===== config.mk =====
export PLATFORM = sky130hd
export DESIGN_NAME = comparator_search_controller
export DESIGN_NICKNAME = d
export VERILOG_FILES = /design/src/rtl/comparator_search_controller.sv
export SDC_FILE = /design/constraint.sdc
export NUM_CORES = 1
export LEC_CHECK = 0
export BUFFER_PORTS_ARGS = -buffer_cell sky130_fd_sc_hd__buf_2
export CORE_AREA = 2 2 58 73
export CTS_CLUSTER_DIAMETER = 40
export CTS_CLUSTER_SIZE = 40
export DETAILED_ROUTE_END_ITERATION = 16
export DIE_AREA = 0 0 60 75
export GPL_TIMING_DRIVEN = 0
export PLACE_DENSITY = 0.65
export SLEW_MARGIN = 20
export SYNTH_ARGS = -nofsm -noshare
export SYNTH_HDL_FRONTEND = slang
export SYNTH_SLANG_ARGS = --single-unit

===== constraint.sdc =====
create_clock -name Clk -period 7.5 [get_ports Clk]
set_input_delay 1.5 -clock Clk [delete_from_list [all_inputs] [get_ports Clk]]
set_output_delay 1.5 -clock Clk [all_outputs]
set_load 0.005 [all_outputs]

===== src/rtl/comparator_search_controller.sv =====
// rtl/comparator_search_controller.sv - binary search of a 4-bit comparator reference via G/E/L feedback
module comparator_search_controller #(
  parameter int Width      = 4,
  parameter int ProbeWidth = 3
) (
  input  logic                  Clk,
  input  logic                  ResetN,
  input  logic                  Start,
  input  logic                  G,
  input  logic                  E,
  input  logic                  L,
  output logic [Width-1:0]      Guess,
  output logic                  Busy,
  output logic                  Done,
  output logic                  Found,
  output logic [Width-1:0]      Result,
  output logic [ProbeWidth-1:0] Probes,
  output logic                  Error
);

  localparam int BW = Width + 1;
  localparam logic [BW-1:0] MaxVal = {1'b0, {Width{1'b1}}};

  typedef enum logic [1:0] {
    IDLE   = 2'd0,
    SETTLE = 2'd1,
    SAMPLE = 2'd2,
    DONE   = 2'd3
  } state_t;

  state_t                state_q, state_d;
  logic [BW-1:0]         low_q, low_d;
  logic [BW-1:0]         high_q, high_d;
  logic [Width-1:0]      guess_q, guess_d;
  logic                  found_q, found_d;
  logic [Width-1:0]      result_q, result_d;
  logic [ProbeWidth-1:0] probes_q, probes_d;
  logic                  error_q, error_d;

  logic [BW-1:0] low_n, high_n, guess_ext, mid_sum;
  logic          step;

  always_comb begin
    state_d   = state_q;
    low_d     = low_q;
    high_d    = high_q;
    guess_d   = guess_q;
    found_d   = found_q;
    result_d  = result_q;
    probes_d  = probes_q;
    error_d   = error_q;
    low_n     = low_q;
    high_n    = high_q;
    guess_ext = {1'b0, guess_q};
    mid_sum   = '0;
    step      = 1'b0;

    case (state_q)
      IDLE: begin
        if (Start) begin
          low_d    = '0;
          high_d   = MaxVal;
          guess_d  = Width'(MaxVal >> 1);
          probes_d = '0;
          found_d  = 1'b0;
          error_d  = 1'b0;
          result_d = '0;
          state_d  = SETTLE;
        end
      end
      SETTLE: state_d = SAMPLE;
      SAMPLE: begin
        probes_d = probes_q + ProbeWidth'(1);
        state_d  = DONE;
        case ({G, E, L})
          3'b010: begin
            found_d  = 1'b1;
            result_d = guess_q;
          end
          3'b100: begin
            if (guess_q != '1) begin
              low_n = guess_ext + BW'(1);
              step  = 1'b1;
            end
          end
          3'b001: begin
            if (guess_q != '0) begin
              high_n = guess_ext - BW'(1);
              step   = 1'b1;
            end
          end
          default: begin
            error_d = 1'b1;
            found_d = 1'b0;
          end
        endcase
        // An empty interval after narrowing means the reference is not reachable.
        if (step) begin
          low_d  = low_n;
          high_d = high_n;
          if (low_n <= high_n) begin
            mid_sum = low_n + high_n;
            guess_d = Width'(mid_sum >> 1);
            state_d = SETTLE;
          end
        end
      end
      DONE: state_d = IDLE;
      default: state_d = IDLE;
    endcase
  end

  always_ff @(posedge Clk or negedge ResetN) begin
    if (!ResetN) begin
      state_q  <= IDLE;
      low_q    <= '0;
      high_q   <= '0;
      guess_q  <= '0;
      found_q  <= 1'b0;
      result_q <= '0;
      probes_q <= '0;
      error_q  <= 1'b0;
    end else begin
      state_q  <= state_d;
      low_q    <= low_d;
      high_q   <= high_d;
      guess_q  <= guess_d;
      found_q  <= found_d;
      result_q <= result_d;
      probes_q <= probes_d;
      error_q  <= error_d;
    end
  end

  assign Guess  = guess_q;
  assign Busy   = (state_q == SETTLE) || (state_q == SAMPLE);
  assign Done   = (state_q == DONE);
  assign Found  = found_q;
  assign Result = result_q;
  assign Probes = probes_q;
  assign Error  = error_q;

endmodule

==> results of run 1 <==
[sequential cells by signal, summed over array words and instances, names as in the netlist]
register / count
high_q: 5
low_q: 5
Guess: 4
Result: 4
Probes: 3
state_q: 2
Error: 1
Found: 1
[cell type report]
class | count | area [um2]
fillers | 359 | 1920
multi-input cells | 126 | 941
flip-flops and latches | 25 | 626
repair buffers | 20 | 100
well taps | 54 | 67.6
inverters | 13 | 48.8
clock buffers | 3 | 41.3
plain buffers | 6 | 31.3
clock inverters | 1 | 7.51
[metrics by stage]
stage	utilization	instances
6_report	0.492	248
5_1_grt	0.492	248
4_1_cts	0.492	248
3_5_place_dp	0.479	244
3_3_place_gp	0.479	244
2_1_floorplan	-	170
[worst max-delay path: cells and delay by family]
kind	cells	cell delay (ns)
mux	1	0.15
xor+xnor	1	0.13
fa+ha+maj	3	1.05
compound gates	3	0.80
buf+inv	3	0.28
simple gates	2	0.57
[Yosys cell counts, drive strengths merged (2+ instances only)]
cell	n
inv	13
a31oi	2
nand3	4
o22a	2
xnor2	6
nor2b	2
clkbuf	4
nor2	8
xor2	2
a21oi	13
mux2i	4
o21bai	2
mux2	6
nand2	19
o21ai	13
ha	14
nor3b	2
buf	2
nand3b	2
a22o	7
dfrtp	25
[where the power goes]
group | switching (mW) | internal [mW]
clock | 0.0479 | 0.0379
sequential | 0.0292 | 0.167
combinational | 0.166 | 0.121
[path summary, 6_finish.rpt]
path / from / end / slack (ns) / depth (start not counted)
worst max-delay path: E / Guess[3] / 3.24 / 13
worst min-delay path: Error / Error / 0.50 / 1
worst max register to register: Guess[0] / Guess[2] / 3.91 / 13
worst min register to register: Error / Error / 0.50 / 1
max in group asynchronous: ResetN / Result[2] / 5.91 / 1
min in group asynchronous: ResetN / Result[1] / 1.21 / 1
[metal layers]
layer / up-vias / global-route usage / part of all wire
met5: - / 0 / 0
met4: 0 / 0.0914 / 0.018
met3: 7 / 0.0206 / 0.032
met2: 28 / 0.336 / 0.53
met1: 666 / 0.218 / 0.42
li1: 648 / - / -
[cell families (layout without fill, tap and decap cells)]
group	after synthesis	count (layout)
buffers and inverters	19	43
adders and majority gates	16	16
DFF	25	25
xor gates and xnor gates	8	8
AOI/OAI and AO/OA	48	48
and+or+nand+nor	44	44
muxes	10	10
==> summary.txt, run 1 <==
STA
  – Slew Limit Fails: 0
  – RSZ-0062 raised after global routing: false
  – Min cycle time layout: 4.26 ns
  – Setup_tns: 0 ns
  – Finish-stage setup viols: 0
  – Fin. Hold Viols: 0
  – Actual slew at the worst max-slew pin: 0.850 ns
  – Period utilization: 0.568
  – Worst setup margin: 3.24 ns
  – Max_slew headroom: 0.430
  – Worst hold slack: 0.503 ns
  – Clk_skew: 0.00693 ns
  – Fmax achieved: 0.235 GHz

Synthesis
  – Largest area contributor in the netlist: dfrtp_1
  – YS warnings: 0
  – Netlist cell types: 43
  – Share of flip-flops with an asynchronous set or reset: 1.00
  – Post-synthesis register bit count: 25
  – Synth Area per Inst: 9.69 um2
  – Post-synthesis mux area share: 0.0676
  – Dominant synthesized flop cell: dfrtp_1
  – Largest family of logic cells by synthesized area: compound AO/OA/AOI/OAI gates
  – Syn Inst Count: 170
  – XOR/XNOR Fraction of Synth Area: 0.0426
  – Top cells by area, synth: dfrtp_1, ha_1, nand2_1
  – Post-synthesis simple-gate area fraction: 0.132
  – Sequential share of the synthesized area: 0.380
  – Post-synth EDFFs: 0
  – Post-Syn Area: 1650 um2
  – Synth top area share: 0.380
  – Post-synthesis compound-gate area fraction: 0.204
  – Post-Synth Adder-Cell Area: 0.125
  – Syn Nets: 191

Floorplanning
  – Ports: 21
  – Die ar.: 4500 um2
  – Core area: 3780 um2
  – Initial core utilization: 0.435
  – Die Ht: 75 um
  – Die width: 60 um
  – FP Rows: 25

Critical path
  – Worst Setup Path Type: in2reg
  – Crit start category: input port
  – Worst-path cell chain: buf_2 -> nor3b_1 -> o31ai_2 -> o21ai_0 -> ha_1 -> inv_1 -> fa_1 -> inv_1 -> a21oi_1 -> maj3_1 -> xor2_1 -> nand2_1 -> mux2i_1
  – Slowest-stage cell, CP: nor3b_1
  – CP max stage delay: 0.51 ns
  – Worst EP arrival: 4.48 ns
  – Most frequent CP cell: inv_1
  – Maximum fanout along the worst path: 10
  – Worst setup EP type: flip-flop
  – Worst path required time: 7.71 ns

Pwr
  – Tot Pwr: 570 uW
  – P_leak: 0.872 nW
  – Max VDD drop: 0.0901 mV
  – PD cells: 306 nW/um2

Route
  – WL per Instance: 15.0 um
  – DRC viols: 0
  – DRT Pass-1 Iters: 4
  – 1st-iter DRT viols: 65
  – Number of vias per cell: 5.44
  – Via count: 1349
  – Final wirelength: 3730 um
  – DRT antenna net count: 0

Final layout
  – Most frequent cells in the layout: dfrtp_1, buf_2, nand2_1, ha_1
  – Net count, final: 216
  – # diodes: 0
  – Most common cell after layout, fill and taps aside: dfrtp_1
  – Fraction of layout cells with a size suffix above 1: 0.196
  – Synthesis-to-layout area growth: 13.1%
  – Design Area, Final: 1860 um2

Status
  – Outcome: finished, final reports clean

Clock network
  – H-tree Lvls: 1
  – TritonCTS clock tree: done
  – Hold buffer count at CTS: 0
  – Worst skew pair latency: 0.28 ns
  – Clock sinks: 25
  – Clock tree buffer depth: 2
  – Root Buffer: clkbuf_8
  – Clk pin slew, worst setup/hold paths: 0.10 ns
  – Cts bufs inserted: 3
  – Cts repair resizes: 0
  – # Post-CTS Setup Buffers: 0

GRT
  – Grt ovf: 0
  – Global-route wire length before repair: 6270 um
  – Initial antenna violation count: 0
  – Pin count of the biggest net entering global routing: 26
  – Vias in the first global route: 1366
  – Total global-route track usage: 0.187

Place
  – GP Congestion: 0.866
  – Number of port buffers: 20
  – Pre-CTS WS: 3.02 ns
  – DP HPWL: 2770 um
  – Area post-placement: 1810 um2

Min path
  – Hold Path Class: reg2reg

Flow run
  – Maxcap violations: 0
Note: power is estimated with default switching activity, not from simulation.
==> inputs of run 2 (changes only) <==
ABC_AREA = 1   (was default)
CORE_AREA = 2 2 59 74   (was 2 2 58 73)
DIE_AREA = 0 0 61 76   (was 0 0 60 75)
PLACE_DENSITY = 0.66   (was 0.65)
clock period = 4.4 ns   (was 7.5 ns; I/O delays follow)
==> run 2 against run 1 <==
Effect of this change:
- via count grew 7.9%
- clock skew grew 0.0019 ns
- sequential power grew 92%
- setup slack lost 1.8 ns
- synthesized cell count grew 28%
- sequential cell count is the same
- first-iteration DRC count shrank 14%
- utilization shrank 1.1 points
- register-to-register slack lost 2.5 ns
- sequential share of layout area shrank 1.1 points
- highest routed layer unchanged
==> summary.txt, run 2 <==
Floorplanning
  – Die Ht: 76 um (was 75 um)
  – Initial core utilization: 0.427 (was 0.435)
  – FP Rows: 26 (was 25)
  – Die ar.: 4640 um2 (was 4500 um2)
  – Die width: 61 um (was 60 um)
  – Ports: 21 (unchanged)
  – Core area: 4000 um2 (was 3780 um2)

Route
  – DRT Pass-1 Iters: 4 (unchanged)
  – Final wirelength: 3550 um (was 3730 um)
  – Via count: 1455 (was 1349)
  – Number of vias per cell: 4.88 (was 5.44)
  – 1st-iter DRT viols: 56 (was 65)
  – WL per Instance: 11.9 um (was 15.0 um)
  – DRC viols: 0 (unchanged)
  – DRT antenna net count: 0 (unchanged)

Final layout
  – Most common cell after layout, fill and taps aside: nand2_1 (was dfrtp_1)
  – Fraction of layout cells with a size suffix above 1: 0.211 (was 0.196)
  – Synthesis-to-layout area growth: 12.8% (was 13.1%)
  – # diodes: 0 (unchanged)
  – Design Area, Final: 1930 um2 (was 1860 um2)
  – Net count, final: 264 (was 216)
  – Biggest regs: high_q x5, low_q x5 (unchanged)
  – Most frequent cells in the layout: nand2_1, inv_1, dfrtp_1, buf_2, nand3_1 (was dfrtp_1, buf_2, nand2_1, ha_1)

Clock network
  – Hold buffer count at CTS: 0 (unchanged)
  – # Post-CTS Setup Buffers: 0 (unchanged)
  – Cts bufs inserted: 3 (unchanged)
  – Cts repair resizes: 0 (unchanged)
  – H-tree Lvls: 1 (unchanged)
  – Clock tree buffer depth: 2 (unchanged)
  – Root Buffer: clkbuf_8 (unchanged)
  – TritonCTS clock tree: done (unchanged)
  – Worst skew pair latency: 0.28 ns (about the same)
  – Clock sinks: 25 (unchanged)
  – Clk pin slew, worst setup/hold paths: 0.10 ns (about the same)

Synthesis
  – Netlist cell types: 35 (was 43)
  – Most numerous cell in the Yosys netlist: nand2_1 (was dfrtp_1)
  – Post-synth EDFFs: 0 (unchanged)
  – Syn Nets: 239 (was 191)
  – YS warnings: 0 (unchanged)
  – Sequential share of the synthesized area: 0.367 (was 0.380)
  – Synth top area share: 0.367 (was 0.380)
  – Post-Syn Area: 1710 um2 (was 1650 um2)
  – Syn Inst Count: 218 (was 170)
  – Dominant synthesized flop cell: dfrtp_1 (unchanged)
  – Largest area contributor in the netlist: dfrtp_1 (unchanged)
  – Post-synth top cells: nand2_1, inv_1, dfrtp_1 (was dfrtp_1, nand2_1, ha_1)
  – Post-synthesis register bit count: 25 (unchanged)
  – Top cells by area, synth: dfrtp_1, ha_1, nand2_1 (unchanged)
  – Synth Area per Inst: 7.83 um2 (was 9.69 um2)
  – Share of flip-flops with an asynchronous set or reset: 1.00 (unchanged)

Pwr
  – Power share of the combinational group: 0.588 (was 0.504)
  – Max VDD drop: 0.224 mV (was 0.0901 mV)
  – Switching share of power: 0.483 (was 0.427)
  – PD cells: 663 nW/um2 (was 306 nW/um2)
  – Flop pwr share: 0.297 (was 0.345)
  – P_leak: 1.01 nW (was 0.872 nW)
  – Clock power frac: 0.115 (was 0.151)
  – P_int: 659 uW (was 326 uW)
  – Net Sw Power: 617 uW (was 243 uW)

STA
  – Min cycle time layout: 2.98 ns
  – Actual slew at the worst max-slew pin: 0.563 ns (was 0.850 ns)
  – Slew Limit Fails: 0 (unchanged)
  – Finish-stage setup viols: 0 (unchanged)
  – Fmax achieved: 0.335 GHz
  – Clk_skew: 0.00883 ns (was 0.00693 ns)
  – Max_slew headroom: 0.624 (was 0.430)
  – RSZ-0062 raised after global routing: false (unchanged)
  – Fin. Hold Viols: 0 (unchanged)
  – Period utilization: 0.678
  – Setup_tns: 0 ns (unchanged)
  – Worst setup margin: 1.42 ns (was 3.24 ns)

Flow run
  – Maxcap violations: 0 (unchanged)

Critical path
  – Most frequent CP cell: nand2_1 (was inv_1)
  – Crit start category: flip-flop (was input port)
  – Worst-path cell chain: inv_1 -> ha_1 -> nand3_2 -> nand2_2 -> o21ai_0 -> ha_1 -> inv_1 -> fa_1 -> o21ai_0 -> o21ai_1 -> nand2_1 -> nand2_1 -> nor2_1 -> nand3_1 -> nand2_1 (was buf_2 -> nor3b_1 -> o31ai_2 -> o21ai_0 -> ha_1 -> inv_1 -> fa_1 -> inv_1 -> a21oi_1 -> maj3_1 -> xor2_1 -> nand2_1 -> mux2i_1)
  – CP max stage delay: 0.54 ns (was 0.51 ns)
  – R2R Setup Slk: 1.42 ns (was 3.91 ns)
  – Slowest-stage cell, CP: dfrtp_1 (was nor3b_1)
  – Worst path required time: 4.62 ns (was 7.71 ns)
  – Worst EP arrival: 3.21 ns (was 4.48 ns)
  – Worst setup EP type: flip-flop (unchanged)
  – Crit path launch: Guess[0] (was E)
  – Worst setup path end: Guess[3] (unchanged)
  – Worst Setup Path Type: reg2reg (was in2reg)
  – Maximum fanout along the worst path: 9 (was 10)
  – Worst reg-to-reg path cell count: 15 (was 13)
  – Reg2reg end: Guess[3] (was Guess[2])
  – R2R Path Start: Guess[0] (unchanged)

Min path
  – Hold Path Class: reg2reg (unchanged)

GRT
  – Global-route wire length before repair: 6380 um (was 6270 um)
  – Total global-route track usage: 0.177 (was 0.187)
  – Pin count of the biggest net entering global routing: 26 (unchanged)
  – Grt ovf: 0 (unchanged)
  – Initial antenna violation count: 0 (unchanged)
  – Vias in the first global route: 1439 (was 1366)

Place
  – Area post-placement: 1880 um2 (was 1810 um2)
  – Pre-CTS WS: 1.22 ns (was 3.02 ns)
  – GP Congestion: 0.794 (was 0.866)
  – DP HPWL: 2740 um (was 2770 um)
  – Number of port buffers: 20 (unchanged)

Status
  – Outcome: finished, final reports clean (unchanged)
run 2: cell count changes after synthesis, sizes merged, moves of 4 or more:
cell   previous run  this run
nand2            19        52
inv              13        36
nand3             4        19
nor2              8        20
mux2              6         1
xnor2             6         1
a22o              7         3
mux2i             4         0
o21ai            13        17
run 2: power groups by stage:
| stage | registers (mW) | logic, mW | clock network [mW] |
|---|---|---|---|
| floorplan | 0.375 | 0.559 | 0 |
| global placement | 0.382 | 0.745 | 0 |
| detailed placement | 0.384 | 0.751 | 0 |
| CTS | 0.379 | 0.755 | 0.151 |
| global route | 0.393 | 0.872 | 0.159 |
| finish | 0.379 | 0.750 | 0.147 |
run 2: kinds of logic (layout without fill, tap and decap cells):
kind of cell,after synthesis,in the layout,synth area share
multiplexers,1,1,0.00660
flip-flops,25,25,0.367
adder cells (fa/ha/maj),15,15,0.114
XOR/XNOR,1,1,0.00513
AND/OR/NAND/NOR,97,97,0.275
AO/OA/AOI/OAI,39,39,0.133
buffers and inverters,40,64,0.0990
run 2: through the flow:
| step | utilization | hold slack [ns] | instances | power [mW] |
|---|---|---|---|---|
| global placement | 0.469 | 0.466 | 294 | 1.13 |
| floorplan | - | 0.448 | 218 | 0.934 |
| global route | 0.481 | 0.527 | 298 | 1.42 |
| finish | 0.481 | 0.493 | 298 | 1.28 |
| detailed placement | 0.469 | 0.472 | 294 | 1.13 |
| CTS | 0.481 | 0.495 | 298 | 1.28 |
run 2: worst min path at each step:
| stage | end | slack (ns) | cells after the start | start |
|---|---|---|---|---|
| floorplan | low_q[0] | 0.45 | 2 | low_q[0] |
| global placement | low_q[0] | 0.47 | 2 | low_q[0] |
| detailed placement | low_q[1] | 0.47 | 2 | low_q[1] |
| CTS | low_q[1] | 0.49 | 2 | low_q[1] |
| global route | low_q[4] | 0.53 | 2 | low_q[4] |
| finish | low_q[1] | 0.49 | 2 | low_q[1] |
run 2: layout make-up:
| class | instances | area (um2) |
|---|---|---|
| Fill cell | 418 | 2080 |
| Buffer | 4 | 31.3 |
| Clock buffer | 3 | 41.3 |
| Sequential cell | 25 | 626 |
| Tap cell | 56 | 70.1 |
| Clock inverter | 1 | 7.51 |
| Timing Repair Buffer | 20 | 100 |
| Multi-Input combinational cell | 153 | 912 |
| Inverter | 36 | 138 |
run 2: routing by layer:
layer,vias up,GRT usage,share of wire
li1,755,-,-
met1,664,0.231,0.45
met2,29,0.281,0.49
met3,7,0.0221,0.037
met4,0,0.0826,0.023
met5,-,0,0
run 2: critical path: cells and delay by family, from the launching register on:
kind                       cells  cell delay [ns]
AOI/OAI and AO/OA              3             0.64
adders and majority gates      3             0.95
and+or+nand+nor                7             0.59
DFF                            1             0.54
buffers and inverters          2             0.19
